**config.mk**
```make
export PLATFORM = sky130hd
export DESIGN_NAME = mod14_counter
export DESIGN_NICKNAME = d
export VERILOG_FILES = /design/src/rtl/mod14_pkg.sv /design/src/rtl/mod14_next.sv /design/src/rtl/mod14_counter.sv
export SDC_FILE = /design/constraint.sdc
export NUM_CORES = 1
export LEC_CHECK = 0
export ABC_AREA = 1
export CORE_ASPECT_RATIO = 1.1
export CORE_MARGIN = 4
export CORE_UTILIZATION = 35
export DETAILED_ROUTE_END_ITERATION = 12
export GPL_ROUTABILITY_DRIVEN = 0
export PLACE_DENSITY = 0.6
export SYNTH_ARGS = -nofsm -noshare
export SYNTH_HDL_FRONTEND = slang
export SYNTH_SLANG_ARGS = --single-unit
```
**constraint.sdc**
```tcl
create_clock -name clk -period 2.7 [get_ports clk]
set_input_delay 0.27 -clock clk [delete_from_list [all_inputs] [get_ports clk]]
set_output_delay 0.27 -clock clk [all_outputs]
set_load 0.005 [all_outputs]
```
**src/rtl/mod14_pkg.sv**
```systemverilog
// Purpose : shared constants, types and helpers for the mod-14 counter block.
// Latency : n/a (definitions only).
// Backpressure: n/a; the counter free-runs and has no flow control.
package mod14_pkg;

  // Fixed modulus and the width needed to hold 0..MODULUS-1.
  localparam int MODULUS = 14;
  localparam int WIDTH   = 4;
  localparam int LAST    = MODULUS - 1;

  typedef logic [WIDTH-1:0]   count_t;
  typedef logic [MODULUS-1:0] onehot_t;

  localparam count_t LAST_CNT = count_t'(LAST);

  // One-hot image of a count value. Values >= MODULUS shift the bit out of
  // range and yield all zeros; callers only pass legal counts.
  function automatic onehot_t onehot_of(input count_t c);
    return onehot_t'(1) << c;
  endfunction

endpackage

```
**src/rtl/mod14_next.sv**
```systemverilog
// Purpose : combinational next-state and output decode for the mod-14 counter.
// Latency : 0 cycles (pure combinational).
// Backpressure: none; every clock edge consumes the next state.
//
// Ports:
//   count_i    - current registered count
//   count_d_o  - next count (0..13, illegal 14/15 recover to 0)
//   tc_o       - terminal count, high while count_i == 13
//   onehot_d_o - one-hot image of count_d_o
//   wrap_d_o   - next value of the wrap pulse register
module mod14_next
  import mod14_pkg::*;
(
  input  logic [WIDTH-1:0]   count_i,
  output logic [WIDTH-1:0]   count_d_o,
  output logic               tc_o,
  output logic [MODULUS-1:0] onehot_d_o,
  output logic               wrap_d_o
);

  logic at_last;

  always_comb begin
    at_last    = (count_i == LAST_CNT);
    count_d_o  = '0;
    tc_o       = at_last;
    // Only a genuine 13 -> 0 transition pulses wrap; recovering from an
    // illegal 14/15 also lands on 0 but is not a wrap.
    wrap_d_o   = at_last;
    // ">=" folds the normal wrap and illegal-state recovery into one compare.
    if (count_i >= LAST_CNT) begin
      count_d_o = '0;
    end else begin
      count_d_o = count_i + count_t'(1);
    end
    onehot_d_o = onehot_of(count_d_o);
  end

endmodule

```
**src/rtl/mod14_counter.sv**
```systemverilog
// Purpose : free-running modulo-14 counter with tc decode, wrap pulse and one-hot copy.
// Latency : count/onehot/wrap registered (1 edge); tc combinational from count.
// Backpressure: none; advances on every rising clk edge while reset is low.
//
// Ports:
//   clk    - rising-edge clock
//   rst_n  - asynchronous reset, ACTIVE HIGH despite the name (asserted at 1);
//            release must be synchronized externally
//   count  - registered count 0..13
//   tc     - high while count == 13
//   wrap   - one-cycle pulse in the cycle after count moves 13 -> 0
//   onehot - registered one-hot copy of count
module mod14_counter
  import mod14_pkg::*;
(
  input  logic               clk,
  input  logic               rst_n,
  output logic [WIDTH-1:0]   count,
  output logic               tc,
  output logic               wrap,
  output logic [MODULUS-1:0] onehot
);

  logic [WIDTH-1:0]   count_q;
  logic [WIDTH-1:0]   count_d;
  logic [MODULUS-1:0] onehot_q;
  logic [MODULUS-1:0] onehot_d;
  logic               wrap_q;
  logic               wrap_d;

  mod14_next u_next (
    .count_i    (count_q),
    .count_d_o  (count_d),
    .tc_o       (tc),
    .onehot_d_o (onehot_d),
    .wrap_d_o   (wrap_d)
  );

  // count, onehot and wrap form one register group so they always move together.
  always_ff @(posedge clk or posedge rst_n) begin
    if (rst_n) begin
      count_q  <= '0;
      onehot_q <= onehot_t'(1);
      wrap_q   <= 1'b0;
    end else begin
      count_q  <= count_d;
      onehot_q <= onehot_d;
      wrap_q   <= wrap_d;
    end
  end

  assign count  = count_q;
  assign onehot = onehot_q;
  assign wrap   = wrap_q;

endmodule

```
==> results.sh <==
export IMPL_vias=545
export IMPL_clock_sinks=19
export IMPL_finClkSkew_ns=0.00469
export IMPL_ys_ff_latch=19
export IMPL_fmax_ghz=0.515
export IMPL_p_per_area_nw_per_um2=399
export IMPL_synth_area_top_cells="dfrtp_1 (57%), nor2_1 (8.1%), nand2_1 (6.7%), ha_1 (6.3%), inv_1 (3.8%)"
export IMPL_htreeDepth=1
export IMPL_num_nets_final=109
export IMPL_max_cap_viol_count=0
export IMPL_crit_required_ns=2.43
export IMPL_finalCritPeriodShare=0.719
export IMPL_cts_clk_slew_worst_paths_ns=0.10
export IMPL_slowest_stage="clkdlybuf4s50_1"
export IMPL_rsz0062_at_grt="no"
export IMPL_drt_iter0_markers=6
export IMPL_wirelength_mm=1.36
export IMPL_netlist_area_sq_um=790
export IMPL_end_kind="primary output"
export IMPL_n_fill_cell=223
export IMPL_synth_top_area_frac=0.571
export IMPL_cts_max_path_buffers=2
export IMPL_coreArea_sq_um=2080
export IMPL_chipWidth_microns=53.3
export IMPL_fin_setup_tns_ns=0
export IMPL_grtUsageTotal=0.109
export IMPL_grt_pass1_wl_mm=2.46
export IMPL_ys_types=15
export IMPL_dp_hpwl_mm=1.09
export IMPL_path_cells="ha_1 > inv_1 > nor2_1 > clkdlybuf4s50_1"
export IMPL_post_cts_setup_buffers=0
export IMPL_critPathMaxFanout=9
export IMPL_numPortBuffers=21
export IMPL_via_per_inst=4.19
export IMPL_final_layout_size_suffix_gt1_frac=0.118
export IMPL_grt_ovfl_total=0
export IMPL_cts_resized=0
export IMPL_post_route_util=0.509
export IMPL_syn2layout_area_growth_pct=34.4
export IMPL_p_leak_uw=0.000538
export IMPL_worstSetupStartpointType="flop"
export IMPL_grt_start_max_net_pins=20
export IMPL_worst_pin_slew_ns=0.663
export IMPL_wl_per_cell_microns=10.5
export IMPL_final_cell_mix="clkdlybuf4s50_1 (21), dfrtp_1 (18), nor2_1 (17), nand2_1 (14), inv_1 (8)"
export IMPL_status="finished clean"
export IMPL_cts_buffers=3
export IMPL_worstSkewPairLatency_ns=0.28
export IMPL_hold_viol=0
export IMPL_synth_area_leader_cell="dfrtp_1"
export IMPL_critPathArrivalTime_ns=1.67
export IMPL_holdBufCountCts=0
export IMPL_slew_headroom=0.558
export IMPL_drv_slew=0
export IMPL_hold_class="in2async"
export IMPL_syn_area_per_cell_sq_um=10.3
export IMPL_initial_core_util=0.379
export IMPL_ioPinCount=22
export IMPL_die_area_sq_um=3080
export IMPL_layout_commonest_cell="clkdlybuf4s50_1"
export IMPL_diodes=0
export IMPL_synth_yosys_seq_area_share=0.604
export IMPL_ir_worst_vdd_v=0.000210
export IMPL_final_setup_viol_count=0
export IMPL_drc=0
export IMPL_slowest_delay_ns=0.52
export IMPL_syn_inst=77
export IMPL_yosys_warnings=0
export IMPL_fp_dieH_microns=57.8
export IMPL_drtAntennaViolNets=0
export IMPL_rows=17
export IMPL_grt_pass1_vias=561
export IMPL_dr_pass1_iters=4
export IMPL_cts_root_buffer="clkbuf_4"
export IMPL_tritoncts="done"
export IMPL_grt_antenna_before_repair=0
export IMPL_min_period_ns=1.94
export IMPL_syn_num_nets=83
export IMPL_path_class="reg2out"
==> critical path, delay by kind of cell (launching register included) <==
| family | cells | cell delay (ns) |
|---|---|---|
| adders and majority gates | 1 | 0.19 |
| buffers and inverters | 2 | 0.56 |
| DFF | 1 | 0.50 |
| and+or+nand+nor | 1 | 0.14 |
==> kinds of logic (layout without fill, tap and decap cells) <==
family / count (synthesis) / count (layout) / share of synthesized area
simple gates: 42 / 42 / 0.258
flops: 19 / 19 / 0.604
buf+inv: 11 / 36 / 0.0539
fa+ha+maj: 4 / 4 / 0.0634
compound gates: 1 / 1 / 0.0206
==> synth_stat cells <==
| master | n |
|---|---|
| clkinv_2 | 1 |
| dfrtp_1 | 18 |
| dfstp_2 | 1 |
| ha_1 | 4 |
| inv_1 | 8 |
| inv_2 | 2 |
| nand2_1 | 14 |
| nand2_2 | 1 |
| nand2_4 | 1 |
| nand2_8 | 1 |
| nand3_1 | 4 |
| nand4_1 | 3 |
| nor2_1 | 17 |
| nor2_4 | 1 |
| o21ai_4 | 1 |
==> sequential cells by signal, indices dropped and copies added, names as in the netlist <==
register,count
onehot,14
wrap,1
count,4
==> cell type report <==
class                      count  area, sq um  share of cell area
sequential                    19          477               0.449
tap                           28         35.0              0.0330
inverter                      11         42.5              0.0401
clock buffer                   4         26.3              0.0248
multi-input combinational     47          270               0.255
timing repair buffer          21          210               0.198
==> metrics by stage <==
step                worst slack, ns  hold WS, ns  instance area [sq um]  power, uW  std cells
finish                        0.759        0.378                   1060        424        130
global route                  0.606        0.441                   1060        450        130
CTS                           0.736        0.401                   1060        431        130
detailed placement             1.06        0.603                   1030        297        126
global placement               1.11        0.580                   1030        297        126
floorplan                      1.25        0.220                    790        294         77
==> final timing paths <==
check / startpoint / to / slack [ns] / cells past startpoint
min reg2reg: count[0] / count[0] / 0.61 / 1
min: rst_n / onehot[11] / 0.38 / 2
max in group asynchronous: rst_n / count[2] / 1.90 / 2
min in group clk: count[0] / count[0] / 0.61 / 1
max: count[0] / tc / 0.76 / 4
max reg2reg: count[0] / onehot[5] / 1.08 / 7
==> power by group <==
| group | switching, uW | leakage (uW) | internal [uW] |
|---|---|---|---|
| Combinational | 5.05 | 0.000279 | 1.34 |
| Clock | 75.7 | 0.0000150 | 57.2 |
| Sequential | 0 | 0.000244 | 284 |
==> layer usage <==
layer | part of all wire | GRT usage
met1 | 0.42 | 0.129
met2 | 0.51 | 0.187
met3 | 0.044 | 0.0154
met4 | 0.022 | 0.0547
met5 | 0 | 0
Note: power is estimated with default switching activity, not from simulation.
